### src/rtl/nn_xfer_pkg.sv
// nn_xfer_pkg: shared encodings for the NICE transfer sequencer.
//   OP_*   : command opcodes, also the value driven on the memory interface state bus
//   SEL_*  : per-channel parameter selects for parameter loads
//   xfer_state_t : sequencer FSM states
//   cmd_legal    : filters commands that must be ignored at start
package nn_xfer_pkg;

    localparam logic [1:0] OP_NONE = 2'b00;
    localparam logic [1:0] OP_LHS  = 2'b01;
    localparam logic [1:0] OP_RHS  = 2'b10;
    localparam logic [1:0] OP_DST  = 2'b11;

    localparam logic [1:0] SEL_SHIFT = 2'b00;
    localparam logic [1:0] SEL_MULT  = 2'b01;
    localparam logic [1:0] SEL_LBIAS = 2'b10;

    localparam int DEF_PARAM_SHIFT = 9;

    typedef enum logic [1:0] {
        S_IDLE,
        S_ISSUE,
        S_WAIT,
        S_FIN
    } xfer_state_t;

    // The param select only matters for a parameter load, so an unused
    // select code on any other op does not reject the command.
    function automatic logic cmd_legal(input logic [1:0] op, input logic param,
                                       input logic [1:0] sel);
        return (op != OP_NONE) &&
               !(op == OP_RHS && param && !(sel inside {SEL_SHIFT, SEL_MULT, SEL_LBIAS}));
    endfunction

endpackage

### src/rtl/xfer_addr_gen.sv
// xfer_addr_gen: word counter and address former for the transfer sequencer.
//   i_clk, i_rst_n : clock, synchronous active-low reset
//   i_clr          : restart the word counter at zero (command accepted)
//   i_inc          : advance to the next word
//   i_param        : parameter load (index shifted into the param offset field)
//   i_len          : number of words in the command
//   o_k            : current word index
//   o_last         : the word at o_k is the final one of the command
//   o_addr         : byte offset (k*4) or parameter offset (k<<PARAM_SHIFT)
module xfer_addr_gen #(
    parameter int LEN_W       = 10,
    parameter int PARAM_SHIFT = 9
) (
    input  logic             i_clk,
    input  logic             i_rst_n,
    input  logic             i_clr,
    input  logic             i_inc,
    input  logic             i_param,
    input  logic [LEN_W-1:0] i_len,
    output logic [LEN_W-1:0] o_k,
    output logic             o_last,
    output logic [31:0]      o_addr
);

    logic [LEN_W-1:0] r_k;
    logic [LEN_W:0]   w_k_nxt;

    always_ff @(posedge i_clk) begin
        if (!i_rst_n || i_clr)
            r_k <= '0;
        else if (i_inc)
            r_k <= r_k + LEN_W'(1);
    end

    // One extra bit so a full-length command cannot wrap before the compare.
    assign w_k_nxt = {1'b0, r_k} + (LEN_W+1)'(1);
    assign o_last  = w_k_nxt == {1'b0, i_len};
    assign o_k     = r_k;
    assign o_addr  = i_param ? (32'(r_k) << PARAM_SHIFT) : (32'(r_k) << 2);

endmodule

### src/rtl/nice_xfer_seq.sv
// nice_xfer_seq: one-word-at-a-time transfer sequencer in front of the NICE memory interface.
//   nice_clk, nice_rst_n       : clock, synchronous active-low reset
//   start/op/param/param_sel/len : transfer command, taken only while idle
//   busy, done, err            : command status (done is a one-cycle pulse, err is sticky)
//   state, bias_addr, buf_wr, buf_wr_sel : mode and offset to the memory interface
//   data_in_acq / data_out_rdy : load / store word request
//   nice_icb_*, data_in_rdy, data_out_acq, rd_data : bus handshake and load data
//   ld_valid, ld_data, ld_idx  : load word returned to the compute buffers
//   st_data, st_pop, wr_data   : store word fetched from the output buffer
module nice_xfer_seq
    import nn_xfer_pkg::*;
#(
    parameter int LEN_W       = 10,
    parameter int PARAM_SHIFT = DEF_PARAM_SHIFT
) (
    input  logic             nice_clk,
    input  logic             nice_rst_n,
    input  logic             start,
    input  logic [1:0]       op,
    input  logic             param,
    input  logic [1:0]       param_sel,
    input  logic [LEN_W-1:0] len,
    output logic             busy,
    output logic             done,
    output logic             err,
    output logic [1:0]       state,
    output logic [31:0]      bias_addr,
    output logic             buf_wr,
    output logic [1:0]       buf_wr_sel,
    output logic             data_in_acq,
    output logic             data_out_rdy,
    input  logic             nice_icb_cmd_ready,
    input  logic             nice_icb_rsp_valid,
    input  logic             nice_icb_rsp_err,
    input  logic             data_in_rdy,
    input  logic             data_out_acq,
    input  logic [31:0]      rd_data,
    output logic             ld_valid,
    output logic [31:0]      ld_data,
    output logic [LEN_W-1:0] ld_idx,
    input  logic [31:0]      st_data,
    output logic             st_pop,
    output logic [31:0]      wr_data
);

    xfer_state_t      r_fsm, w_next;
    logic [1:0]       r_op, r_sel;
    logic             r_param, r_err, r_ld_valid;
    logic [LEN_W-1:0] r_len, r_ld_idx;
    logic [31:0]      r_ld_data, r_wr_data;
    logic             w_accept, w_store, w_rsp_err, w_ld_hit, w_st_hit, w_inc, w_last, w_pop;
    logic [LEN_W-1:0] w_k;
    logic [31:0]      w_addr;

    assign w_accept  = (r_fsm == S_IDLE) && start && cmd_legal(op, param, param_sel);
    assign w_store   = r_op == OP_DST;
    // A bus error wins over any data strobe in the same cycle; the word is dropped.
    assign w_rsp_err = (r_fsm == S_WAIT) && nice_icb_rsp_valid && nice_icb_rsp_err;
    assign w_ld_hit  = (r_fsm == S_WAIT) && !w_store && data_in_rdy && !w_rsp_err;
    assign w_st_hit  = (r_fsm == S_WAIT) && w_store && data_out_acq && !w_rsp_err;
    assign w_inc     = w_ld_hit || w_st_hit;

    xfer_addr_gen #(
        .LEN_W       (LEN_W),
        .PARAM_SHIFT (PARAM_SHIFT)
    ) u_addr (
        .i_clk   (nice_clk),
        .i_rst_n (nice_rst_n),
        .i_clr   (w_accept),
        .i_inc   (w_inc),
        .i_param (r_param),
        .i_len   (r_len),
        .o_k     (w_k),
        .o_last  (w_last),
        .o_addr  (w_addr)
    );

    always_ff @(posedge nice_clk) begin
        if (!nice_rst_n)
            r_fsm <= S_IDLE;
        else
            r_fsm <= w_next;
    end

    always_comb begin
        w_next = r_fsm;
        case (r_fsm)
            S_IDLE:  w_next = w_accept ? ((len == '0) ? S_FIN : S_ISSUE) : S_IDLE;
            S_ISSUE: w_next = nice_icb_cmd_ready ? S_WAIT : S_ISSUE;
            S_WAIT:  w_next = w_rsp_err ? S_FIN : (w_inc ? (w_last ? S_FIN : S_ISSUE) : S_WAIT);
            default: w_next = S_IDLE;
        endcase
        // The output buffer is popped on the transition into ISSUE so wr_data
        // already holds the word during the first ISSUE cycle. While idle the
        // op is not latched yet, so the incoming op decides.
        w_pop = nice_rst_n && (w_next == S_ISSUE) && (r_fsm != S_ISSUE) &&
                ((r_fsm == S_IDLE) ? (op == OP_DST) : w_store);
    end

    always_ff @(posedge nice_clk) begin
        if (!nice_rst_n) begin
            r_op       <= OP_NONE;
            r_param    <= 1'b0;
            r_sel      <= 2'b00;
            r_len      <= '0;
            r_err      <= 1'b0;
            r_ld_valid <= 1'b0;
            r_ld_data  <= '0;
            r_ld_idx   <= '0;
            r_wr_data  <= '0;
        end else begin
            r_ld_valid <= w_ld_hit;
            if (w_ld_hit) begin
                r_ld_data <= rd_data;
                r_ld_idx  <= w_k;
            end
            if (w_pop)
                r_wr_data <= st_data;
            if (w_accept) begin
                r_op    <= op;
                r_param <= param && (op == OP_RHS);
                r_sel   <= param_sel;
                r_len   <= len;
            end
            r_err <= w_accept ? 1'b0 : (r_err || w_rsp_err);
        end
    end

    assign busy         = r_fsm != S_IDLE;
    assign done         = r_fsm == S_FIN;
    assign err          = r_err;
    assign state        = busy ? r_op : OP_NONE;
    assign bias_addr    = busy ? w_addr : '0;
    assign buf_wr       = busy && r_param;
    assign buf_wr_sel   = busy ? r_sel : 2'b00;
    assign data_in_acq  = (r_fsm == S_ISSUE) && !w_store;
    assign data_out_rdy = (r_fsm == S_ISSUE) && w_store;
    assign ld_valid     = r_ld_valid;
    assign ld_data      = r_ld_data;
    assign ld_idx       = r_ld_idx;
    assign st_pop       = w_pop;
    assign wr_data      = r_wr_data;

endmodule

### config.mk
export PLATFORM = sky130hd
export DESIGN_NAME = nice_xfer_seq
export DESIGN_NICKNAME = d
export VERILOG_FILES = /design/src/rtl/nn_xfer_pkg.sv /design/src/rtl/xfer_addr_gen.sv /design/src/rtl/nice_xfer_seq.sv
export SDC_FILE = /design/constraint.sdc
export NUM_CORES = 1
export LEC_CHECK = 0
export BUFFER_PORTS_ARGS = -buffer_cell sky130_fd_sc_hd__buf_2
export CORE_MARGIN = 8
export CORE_UTILIZATION = 47
export CTS_BUF_LIST = sky130_fd_sc_hd__clkbuf_16
export CTS_CLUSTER_SIZE = 20
export DETAILED_ROUTE_END_ITERATION = 16
export PLACE_DENSITY = 0.8
export SYNTH_ARGS = -nofsm -noshare
export SYNTH_HDL_FRONTEND = slang
export SYNTH_SLANG_ARGS = --single-unit
### constraint.sdc
create_clock -name nice_clk -period 3.5 [get_ports nice_clk]
set_input_delay 0.525 -clock nice_clk [delete_from_list [all_inputs] [get_ports nice_clk]]
set_output_delay 0.525 -clock nice_clk [all_outputs]
set_load 0.05 [all_outputs]
==> flow_summary.json <==
{
  "hold_buffers": 0,
  "syn_inst": 560,
  "wl_per_cell_um": 15.0,
  "synth_edf_count": 0,
  "grt_max_degree": 124,
  "critPathMaxFanout": 8,
  "setup_viol": 0,
  "synthArstFlopShare": 0,
  "worst_hold_path_type": "primary input to register",
  "p_total_mw": 2.59,
  "worstHoldStart": "st_data[23]",
  "nets": 818,
  "fin_skew_ps": 9.96,
  "clockBufferDepth": 2,
  "path_buf_inv": 2,
  "p_leak_nw": 2.91,
  "detail-route-antenna-nets": 0,
  "io_pins": 205,
  "ys.flop_type": "dfxtp_1",
  "arrival_ps": 2750,
  "post_cts_buffers": 0,
  "hpwl_um": 10000,
  "synth_seq_cells": 103,
  "layout_min_cycle_time_ps": 3280,
  "first_iter_violations": 303,
  "core_region_area_sq_um": 9680,
  "wl_met1_um": 5160,
  "dr_wl_met3_um": 1170,
  "rsz0062_at_grt": "false",
  "htreeDepth": 3,
  "rrSetupSlack_ps": 530,
  "fillers": 852,
  "highest_layer": "met4",
  "gp_congestion": 0.922,
  "power.density_nw_per_um2": 438,
  "path_clk_slew_ps": 70,
  "vias": 4270,
  "tightest_slew_ps": 1040,
  "max_cap_violations": 0,
  "cpPeakStageDelay_ps": 490,
  "post_dp_cell_area_sq_um": 5600,
  "tns_ps": 0,
  "slew_headroom": 0.308,
  "grt_pass1_wl_um": 20100,
  "die_h_um": 116,
  "cpMostUsedCell": "a311oi_1",
  "die_w_um": 116,
  "crit_required_ps": 2970,
  "ys_seq_area_frac": 0.443,
  "r2r-end": "wr_data[1]",
  "yosysWarnings": 0,
  "grt_overflow": 0,
  "antenna_found_initial": 0,
  "rr_worst_depth": 9,
  "area_growth_pct": 26.7,
  "path_cells": "ha_1 -> nand2b_1 -> or2_2 -> a311oi_1 -> o21ai_0 -> a311oi_1 -> a31o_2 -> inv_1 -> buf_2",
  "portBuffers": 189,
  "rows": 36,
  "dieArea_sq_um": 13300,
  "ys_types": 47,
  "drcViolationCount": 0,
  "status": "finished clean",
  "clock.fmax_ghz": 0.305,
  "cts_root_buffer": "clkbuf_16",
  "stdcell_area_sq_um": 5900,
  "hold_viol": 0,
  "cts_buffers": 9,
  "ir_drop_mv": 0.210,
  "tritoncts": "built",
  "slew_violations": 0,
  "fin_crit_sh": 0.936,
  "cts_resized": 0,
  "initial_utilization": 0.481,
  "hold-path-endpoint": "wr_data[23]",
  "synth_area_sq_um": 4650,
  "drt-vias-per-instance": 4.92,
  "clock_latency_ps": 340,
  "synth.avg_cell_area_sq_um": 8.31,
  "wirelength_um": 13100,
  "cp-start-kind": "register",
  "layout-drive-gt1-share": 0.305,
  "grt_pass1_vias": 4120,
  "track_usage": 0.187,
  "critical_path.top_delay_family": "compound AO/OA/AOI/OAI gates",
  "hold_depth": 3,
  "diodes": 0,
  "holdWs_ps": 415,
  "drt_first_pass_iters": 5,
  "worstSetupEndpointType": "primary output",
  "timing.rr.start": "u_addr.o_k[1]",
  "slowest_stage": "dfxtp_1",
  "crit_type": "register to primary output",
  "cts_sinks": 103,
  "met2_length_um": 6520
}
through the flow:
| stage | setup WS (ps) | utilization | instances |
|---|---|---|---|
| 6_report | 224 | 0.609 | 868 |
| 5_1_grt | 27.5 | 0.609 | 868 |
| 4_1_cts | 234 | 0.609 | 868 |
| 3_5_place_dp | 503 | 0.578 | 852 |
| 3_3_place_gp | 548 | 0.578 | 852 |
| 2_1_floorplan | 638 | - | 574 |
report_power, final:
group,internal (mW),switching [mW]
Sequential,1.20,0.0225
Clock,0.563,0.445
Combinational,0.110,0.243
flip-flops by register name (all words and copies together) (netlist names):
| register | flops |
|---|---|
| err | 1 |
| ld_data | 32 |
| ld_idx | 10 |
| ld_valid | 1 |
| r_fsm | 2 |
| r_len | 10 |
| r_op | 2 |
| r_param | 1 |
| r_sel | 2 |
| u_addr.o_k | 10 |
| wr_data | 32 |
worst reg2reg max path: cells and delay by family, from the launching register on:
family,cells,cell delay (ps)
AO/OA/AOI/OAI,4,1000
AND/OR/NAND/NOR,2,360
multiplexers,1,280
adder cells (fa/ha/maj),1,310
buffers and inverters,1,460
flip-flops,1,490
cells by family (layout without fill, tap and decap cells):
logic type	Yosys count	after routing	share of synthesized area
fa+ha+maj	1	1	0.00269
buf+inv	55	216	0.0645
compound gates	83	83	0.136
flops	103	103	0.443
simple gates	263	263	0.241
xor+xnor	18	18	0.0339
other cells	1	15	0.000806
mux	36	36	0.0774
layer usage:
| metal | track usage | vias to the layer above |
|---|---|---|
| li1 | - | 2152 |
| met1 | 0.214 | 1952 |
| met2 | 0.325 | 151 |
| met3 | 0.0516 | 15 |
| met4 | 0.0727 | 0 |
| met5 | 0 | - |
worst max-delay path by stage:
stage                  startpoint  slack (ps)  endpoint  cells after the start
finish              u_addr.o_k[1]         220    st_pop                      9
global route        u_addr.o_k[1]          30    st_pop                      9
global placement            op[0]         550    st_pop                      8
CTS                 u_addr.o_k[1]         230    st_pop                      9
detailed placement          op[0]         500    st_pop                      8
floorplan                   op[1]         640    st_pop                      8
cells in the mapped netlist (2+ instances only):
cell / number / area [sq um]
a21boi_0: 55 / 413
a21oi_1: 5 / 25.0
a311oi_1: 2 / 17.5
a31oi_1: 4 / 25.0
and2_1: 13 / 81.3
and3_1: 10 / 62.6
and4_1: 2 / 17.5
buf_2: 6 / 30.0
buf_4: 15 / 113
buf_6: 4 / 45.0
clkbuf_1: 27 / 101
dfxtp_1: 103 / 2060
inv_1: 3 / 11.3
mux2i_1: 36 / 360
nand2_1: 189 / 709
nand2b_1: 3 / 18.8
nand3_1: 6 / 30.0
nand4_1: 3 / 18.8
nor2_1: 22 / 82.6
nor3_1: 3 / 15.0
nor4_1: 2 / 12.5
o211ai_1: 2 / 15.0
o21ai_0: 4 / 20.0
o221a_2: 2 / 22.5
xnor2_1: 11 / 96.3
xor2_1: 7 / 61.3
cells in the final DEF (no fill, tap or decap), drive strengths merged, types with 2 or more instances in the layout:
| cell type | count |
|---|---|
| inv | 6 |
| clkinv | 3 |
| xor2 | 7 |
| a31o | 2 |
| and3 | 10 |
| and4 | 2 |
| a31oi | 5 |
| o221a | 2 |
| nand2b | 3 |
| conb | 15 |
| nand4 | 3 |
| and2 | 13 |
| o21ai | 4 |
| nor3 | 3 |
| mux2i | 36 |
| clkbuf | 9 |
| xnor2 | 11 |
| nand3 | 6 |
| nor2 | 24 |
| nor4 | 2 |
| dfxtp | 103 |
| o211ai | 3 |
| or2 | 2 |
| a21boi | 55 |
| a311oi | 2 |
| buf | 197 |
| a21oi | 5 |
| nand2 | 190 |
layout make-up:
class | count | area (sq um) | share of cell area
clock buffers | 9 | 225 | 0.0382
clock inverters | 7 | 77.6 | 0.0132
inverters | 3 | 11.3 | 0.00191
multi-input cells | 416 | 2350 | 0.398
flip-flops and latches | 103 | 2060 | 0.350
well taps | 133 | 166 | 0.0282
repair buffers | 197 | 1010 | 0.171
(Power assumes the default switching activity.)
